## src/rtl/output_uart_streamer.sv

```systemverilog
// Streams a run of output-register slots as 8N1 UART frames on tx.
// Each frame is a one-cycle LOAD (register read) followed by 10*CLKS_PER_BIT line cycles.
module output_uart_streamer #(
  parameter int CLKS_PER_BIT = 16
) (
  input  logic       clk,
  input  logic       reset,
  input  logic       start,
  input  logic [4:0] first_index,
  input  logic [5:0] count,
  input  logic [7:0] output_value,
  output logic [4:0] output_index,
  output logic       read_enable,
  output logic       tx,
  output logic       busy,
  output logic       done
);

  localparam int BW = $clog2(CLKS_PER_BIT);
  localparam logic [BW-1:0] BAUD_MAX = BW'(CLKS_PER_BIT - 1);

  typedef enum logic [2:0] {IDLE, LOAD, START, DATA, STOP, FINISH} state_t;

  state_t          state_q, state_d;
  logic [4:0]      idx_q, idx_d;
  logic [5:0]      rem_q, rem_d;
  logic [7:0]      sh_q, sh_d;
  logic [BW-1:0]   baud_q, baud_d;
  logic [2:0]      bit_q, bit_d;
  logic            baud_last;

  assign baud_last = (baud_q == BAUD_MAX);

  always_ff @(posedge clk or posedge reset) begin
    if (reset) begin
      state_q <= IDLE;
      idx_q   <= '0;
      rem_q   <= '0;
      sh_q    <= '0;
      baud_q  <= '0;
      bit_q   <= '0;
    end else begin
      state_q <= state_d;
      idx_q   <= idx_d;
      rem_q   <= rem_d;
      sh_q    <= sh_d;
      baud_q  <= baud_d;
      bit_q   <= bit_d;
    end
  end

  always_comb begin
    state_d = state_q;
    idx_d   = idx_q;
    rem_d   = rem_q;
    sh_d    = sh_q;
    baud_d  = baud_q;
    bit_d   = bit_q;
    case (state_q)
      IDLE: begin
        if (start) begin
          idx_d   = first_index;
          // 6-bit count can exceed the 32-slot register; clamp to a full sweep
          rem_d   = (count > 6'd32) ? 6'd32 : count;
          baud_d  = '0;
          state_d = (count == 6'd0) ? FINISH : LOAD;
        end
      end
      LOAD: begin
        sh_d    = output_value;
        baud_d  = '0;
        state_d = START;
      end
      START: begin
        if (baud_last) begin
          baud_d  = '0;
          bit_d   = '0;
          state_d = DATA;
        end else begin
          baud_d = baud_q + 1'b1;
        end
      end
      DATA: begin
        if (baud_last) begin
          baud_d = '0;
          sh_d   = {1'b0, sh_q[7:1]};
          if (bit_q == 3'd7) state_d = STOP;
          else               bit_d   = bit_q + 3'd1;
        end else begin
          baud_d = baud_q + 1'b1;
        end
      end
      STOP: begin
        if (baud_last) begin
          baud_d  = '0;
          rem_d   = rem_q - 6'd1;
          idx_d   = idx_q + 5'd1;
          state_d = (rem_q == 6'd1) ? FINISH : LOAD;
        end else begin
          baud_d = baud_q + 1'b1;
        end
      end
      FINISH:  state_d = IDLE;
      default: state_d = IDLE;
    endcase
  end

  // Outputs decode straight from registered state so reset forces them at once
  always_comb begin
    tx          = 1'b1;
    read_enable = (state_q == LOAD);
    busy        = (state_q != IDLE);
    done        = (state_q == FINISH);
    case (state_q)
      START:   tx = 1'b0;
      DATA:    tx = sh_q[0];
      default: tx = 1'b1;
    endcase
  end

  assign output_index = idx_q;

endmodule

```

## config.mk

```make
export PLATFORM = sky130hd
export DESIGN_NAME = output_uart_streamer
export DESIGN_NICKNAME = d
export VERILOG_FILES = /design/src/rtl/output_uart_streamer.sv
export SDC_FILE = /design/constraint.sdc
export NUM_CORES = 1
export LEC_CHECK = 0
export ABC_AREA = 1
export CAP_MARGIN = 20
export CORE_UTILIZATION = 40
export DETAILED_ROUTE_END_ITERATION = 10
export SLEW_MARGIN = 20
export SYNTH_ARGS = -nofsm -noshare
export SYNTH_HDL_FRONTEND = slang
export SYNTH_SLANG_ARGS = --single-unit
```

## constraint.sdc

```tcl
create_clock -name clk -period 2 [get_ports clk]
set_clock_uncertainty 0.1 [all_clocks]
set_input_delay 0.6 -clock clk [delete_from_list [all_inputs] [get_ports clk]]
set_output_delay 0.6 -clock clk [all_outputs]
set_load 0.01 [all_outputs]
```

==> results of run 1 <==
[cell type report]
type | count | area [um2]
Multi-Input combinational cell | 173 | 916
Fill cell | 432 | 2050
Clock buffer | 7 | 86.3
Sequential cell | 29 | 728
Timing Repair Buffer | 40 | 363
Tap cell | 52 | 65.1
Inverter | 30 | 118
[worst register-to-register path: stages, from the launching register on]
cell and delay (ns):
dfrtp_1 0.38, ha_1 0.20, nand3_1 0.26, o21ai_4 0.46, o211ai_1 0.14, o21ai_1 0.10
[routing by layer]
| layer | global-route usage | up-vias | wire length, um |
|---|---|---|---|
| met2 | 0.255 | 26 | 1530 |
| met4 | 0.0748 | 0 | 90 |
| li1 | - | 843 | - |
| met1 | 0.234 | 698 | 1880 |
| met3 | 0.0526 | 6 | 122 |
| met5 | 0 | - | 0 |
[cell families (layout without fill, tap and decap cells)]
| kind of cell | after synthesis | in the layout | share of synthesized area |
|---|---|---|---|
| flops | 29 | 29 | 0.403 |
| simple gates | 122 | 122 | 0.301 |
| compound gates | 42 | 42 | 0.150 |
| buf+inv | 35 | 77 | 0.0890 |
| xor+xnor | 3 | 3 | 0.0146 |
| fa+ha+maj | 6 | 6 | 0.0417 |
[power by group]
group	total [mW]	switching, mW	internal [mW]	leakage [nW]
sequential	0.595	0.00161	0.594	0.339
combinational	0.0888	0.0375	0.0513	0.762
clock	0.491	0.219	0.272	0.0443
[placed cells by master, fill, tap and decap left out]
master	netlist	routed
o22ai_1	2	2
a21oi_1	5	5
o211ai_2	2	2
or2_2	2	2
ha_1	6	6
inv_6	1	1
nor2_4	2	2
nand2_1	78	77
buf_4	2	10
nand2_4	3	3
o21ai_0	10	10
nand3_1	14	14
dfrtp_2	0	2
a21boi_0	1	1
o21ai_2	3	3
o211ai_1	6	6
xor2_1	3	3
o21a_1	1	1
clkdlybuf4s50_1	0	26
clkbuf_8	0	6
o21ai_4	1	1
nor3_1	3	3
clkbuf_1	0	1
nand3_2	2	2
inv_2	3	3
dlygate4sd2_1	0	2
nand2_2	3	4
dfrtp_1	29	27
clkbuf_2	0	2
nor2_1	15	15
o21ai_1	11	11
inv_1	26	26
[final timing paths]
check / startpoint / to / slack, ns / cells past startpoint
setup / recovery: output_index[1] / output_index[1] / 0.07 / 1
hold / removal: bit_q[1] / bit_q[1] / 0.38 / 2
setup reg to reg: baud_q[0] / sh_q[5] / 0.27 / 5
hold reg to reg: bit_q[1] / bit_q[1] / 0.38 / 2
max in group asynchronous: reset / state_q[1] / 0.89 / 3
min in group asynchronous: reset / output_index[2] / 0.60 / 3
[synthesized netlist by cell type (all sizes together)]
master	number
buf	5
nor2	17
dfrtp	29
o22ai	2
nor3	3
a21oi	5
a21boi	1
xor2	3
inv	30
ha	6
nand2	84
o21ai	25
or2	2
o211ai	8
o21a	1
nand3	16
[what timing repair did]
action                     CTS  global route
resized for setup            5             6
cloned                       0             0
setup endpoints to repair    4             6
buffers inserted             0             2
[state kept, by name, indices dropped and copies added, names as in the netlist]
register,flops
state_q,3
output_index,5
baud_q,4
bit_q,3
rem_q,6
sh_q,8
[through the flow]
stage	hold WS, ns	cells
after floorplan	0.346	237
after global placement	0.361	322
after detailed placement	0.369	322
after CTS	0.383	329
after global routing	0.413	331
final	0.376	331
==> impl_metrics.csv, run 1 <==
group,metric,value,unit
global_routing,grt_pass1_vias,1443,
logic_synthesis,yosys.area.top_type,"dfrtp_1",
status,status,"completed",
setup_path,crit_buf_inv,1,
place,gp_congestion,0.772,
setup_path,cp_cell_sequence,"clkdlybuf4s50_1",
cells_and_area,drive_gt1_frac,0.154,
setup_path,crit_path_start_kind,"flop",
drt,routed_wl,3630,um
floorplan,dieHeight,69.1,um
sta,worst_pin_slew,0.417,ns
logic_synthesis,syn_area,0.00180,mm2
place,place_area,0.00218,mm2
place,io_buffers,30,
power,p_leak,1.15,nW
logic_synthesis,synth_top_area_frac,0.403,
clocking,holdBufCountCts,0,
setup_path,crit_family,"buffers and inverters",
flow_run,cap_violations,0,
floorplan,dieArea,0.00477,mm2
power,power,1.18,mW
floorplan,dieWidth,69.1,um
clocking,worstSkewPairLatency,0.28,ns
setup_path,worst_ep_required_time,1.30,ns
drt,drcViolationCount,0,
power,power.density,516,mW/mm2
floorplan,initial_core_util,0.416,
drt,drt_first_pass_iters,4,
sta,drv_slew,0,
floorplan,core,0.00432,mm2
min_path,min_path_type,"flop to flop",
logic_synthesis,syn_nets,265,
global_routing,antenna_found_initial,0,
clocking,htreeDepth,2,
global_routing,grt_max_degree,30,
logic_synthesis,yosysSeqAreaShare,0.403,
setup_path,path_max_fanout,4,
setup_path,slowest_delay,0.55,ns
cells_and_area,final_core_util,0.526,
floorplan,row_count,24,
sta,max_freq,0.518,GHz
drt,avgViaCountPerCell,4.75,
drt,drt_iter0_drc,97,
power,peakVddDrop,257,uV
place,dp_hpwl,2580,um
clocking,cts-root-buf,"clkbuf_8",
drt,final_antenna_net_count,0,
sta,setup_slack,0.0677,ns
cells_and_area,design_area,0.00228,mm2
cells_and_area,syn2layout_area_growth,26.5,%
setup_path,cp.arrival,1.23,ns
setup_path,path_class,"flop to primary output",
clocking,clk_pin_slew,0.06,ns
clocking,cts_sinks,29,
drt,via_count,1573,
logic_synthesis,synth-seq-cells,29,
logic_synthesis,postSynthCellCount,237,
global_routing,grt_usage,0.173,
sta,setup_tns,0,ns
logic_synthesis,ys_types,28,
sta,fin_crit,1.93,ns
clocking,cts_max_path_buffers,2,
sta,setup_violations,0,
cells_and_area,antenna_cells,0,
cells_and_area,nets,307,
floorplan,ios,31,
sta,hold_violations,0,
global_routing,grt-ovfl-total,0,
logic_synthesis,synth.avg_cell_area,7.59,um2
sta,slew_headroom,0.721,
logic_synthesis,yosys_warnings,0,
logic_synthesis,synth_area_leaders,"dfrtp_1, nand2_1, inv_1, ha_1, nand3_1",
clocking,cts_made_buffers,5,
sta,rsz0062_at_grt,"no",
setup_path,critical-path-slowest-cell,"clkdlybuf4s50_1",
clocking,cts_tree,"yes",
global_routing,grt_pass1_wl,6510,um
place,pre_cts_ws,0.0473,ns
drt,avgRoutedWirePerCell,11.0,um
sta,period_share,0.966,
setup_path,worstSetupEndpointType,"primary output",
Note: power is estimated with default switching activity, not from simulation.
==> run 2, diff against run 1 <==
--- a/config.mk
+++ b/config.mk
@@ -6,9 +6,12 @@
 export NUM_CORES = 1
 export LEC_CHECK = 0
 export ABC_AREA = 1
+export ABC_CLOCK_PERIOD_IN_PS = 2000
 export CAP_MARGIN = 20
 export CORE_UTILIZATION = 40
 export DETAILED_ROUTE_END_ITERATION = 10
+export DONT_BUFFER_PORTS = 1
+export SETUP_SLACK_MARGIN = 0.4
 export SLEW_MARGIN = 20
 export SYNTH_ARGS = -nofsm -noshare
 export SYNTH_HDL_FRONTEND = slang
==> run 2 against run 1 <==
Compared with the run above:
- global-route usage rose by 0.49 points
- total power fell by 5.1%
- first-iteration DRC count fell by 22%
- critical path type unchanged
==> impl_metrics.csv, run 2 (synthesized netlist as in run 1, its figures left out) <==
group,metric,value,unit
sta,hold_violations,0,
sta,worst_pin_slew,0.381,ns
setup_path,worst_ep_required_time,1.30,ns
cells_and_area,regMostFlops,"sh_q",
place,gp_congestion,0.805,
setup_path,cp.arrival,1.05,ns
global_routing,grt_max_degree,30,
cells_and_area,layout_common_cells,"nand2_1, dfrtp_1, inv_1",
setup_path,crit_path_start_kind,"flop",
floorplan,dieWidth,69.1,um
global_routing,grt_usage,0.178,
sta,setup_tns,0,ns
cells_and_area,largest_reg_flops,8,
setup_path,worst_r2r_endpoint,"output_index[3]",
global_routing,antenna_found_initial,0,
setup_path,r2r_setup_slack,0.47,ns
cells_and_area,final_core_util,0.517,
sta,slew_headroom,0.746,
sta,rsz0062_at_grt,"yes",
drt,final_antenna_net_count,0,
setup_path,worstSetupEndpointType,"primary output",
cells_and_area,fillCellCount,431,
clocking,worstSkewPairLatency,0.28,ns
global_routing,grt-busiest-layer,"met2",
cells_and_area,syn2layout_area_growth,24.3,%
floorplan,initial_core_util,0.416,
clocking,clk_pin_slew,0.07,ns
drt,via_count,1610,
cells_and_area,nets,295,
drt,avgViaCountPerCell,5.03,
setup_path,r2r-start,"state_q[0]",
clocking,cts_sinks,29,
drt,routed_wl,4160,um
floorplan,row_count,24,
floorplan,core,0.00432,mm2
drt,drt_iter0_drc,76,
flow_run,cap_violations,0,
sta,period_share,0.875,
clocking,cts-root-buf,"clkbuf_8",
drt,avgRoutedWirePerCell,13.0,um
place,io_buffers,0,
drt,drt_first_pass_iters,4,
drt,drcViolationCount,0,
setup_path,path_max_fanout,4,
global_routing,gr-usage-met1,0.227,
global_routing,grt_pass1_wl,6800,um
global_routing,met2_usage,0.278,
sta,max_freq,0.572,GHz
floorplan,ios,31,
sta,whs,0.176,ns
cells_and_area,layout_commonest_cell,"nand2_1",
floorplan,dieArea,0.00477,mm2
floorplan,dieHeight,69.1,um
clocking,htreeDepth,2,
clocking,holdBufCountCts,0,
setup_path,reg2reg_depth,10,
clocking,cts_tree,"yes",
setup_path,path_class,"flop to primary output",
sta,drv_slew,0,
sta,setup_violations,0,
power,p_leak,1.13,nW
global_routing,grt-ovfl-total,0,
power,power.density,499,mW/mm2
sta,fin_crit,1.75,ns
min_path,min_path_type,"input pin to asynchronous set/reset pin",
cells_and_area,drive_gt1_frac,0.257,
clocking,cts_max_path_buffers,2,
place,dp_hpwl,2570,um
cells_and_area,antenna_cells,0,
global_routing,grt_pass1_vias,1481,
global_routing,met3_usage,0.0585,
power,power,1.12,mW
clocking,cts_made_buffers,5,
power,peakVddDrop,368,uV
status,status,"completed",
## run 2: cell types whose count changed in the layout (fill, tap and decap cells not counted), sizes merged
cell           previous run  this run
nand2                    84        86
clkdlybuf4s50            26         0
clkbuf                    9         6
buf                      10        26
clkinv                    0         3
dlygate4sd2               2         0
inv                      30        29
## run 2: area by class of cell
| class | instances | area [um2] | share of cell area |
|---|---|---|---|
| Clock inverter | 2 | 10.0 | 0.00447 |
| Tap cell | 52 | 65.1 | 0.0291 |
| Inverter | 30 | 130 | 0.0582 |
| Sequential cell | 29 | 729 | 0.326 |
| Clock buffer | 6 | 72.6 | 0.0324 |
| Timing Repair Buffer | 26 | 231 | 0.103 |
| Multi-Input combinational cell | 175 | 998 | 0.446 |
## run 2: worst max-delay path, cell delays in order, from the launching register on
cell,delay (ns)
dfrtp_2,0.42
inv_2,0.06
o211ai_1,0.28
## run 2: how the worst max path moves through the flow
stage / from / endpoint / cells past startpoint
3_3_place_gp: baud_q[0] / sh_q[6] / 5
4_1_cts: state_q[0] / tx / 2
5_1_grt: state_q[0] / tx / 2
6_report: state_q[0] / tx / 2
2_1_floorplan: state_q[2] / done / 2
3_5_place_dp: baud_q[0] / sh_q[6] / 5
## run 2: through the flow
stage          worst slack (ns)  instances  instance area (um2)
2_1_floorplan             0.422        237                 1800
3_3_place_gp              0.313        286                 1840
3_5_place_dp              0.252        286                 1840
4_1_cts                   0.255        307                 2080
5_1_grt                   0.212        320                 2240
6_report                  0.250        320                 2240
## run 2: power breakdown
| part | internal [mW] | switching (mW) | leakage (nW) |
|---|---|---|---|
| clock network | 0.241 | 0.232 | 0.0450 |
| registers | 0.593 | 0.00169 | 0.338 |
| logic | 0.0159 | 0.0313 | 0.749 |
## run 2: per-layer routing
layer,vias to the layer above,share of wire
met5,-,0
met4,0,0.014
met3,7,0.051
met2,31,0.48
met1,747,0.46
li1,825,-
## run 2: repair_timing
action / CTS / global route
resized for setup: 16 / 8
buffers inserted: 13 / 11
pin swaps: 4 / 4
gates cloned: 0 / 2
endpoints found under the setup margin: 23 / 20
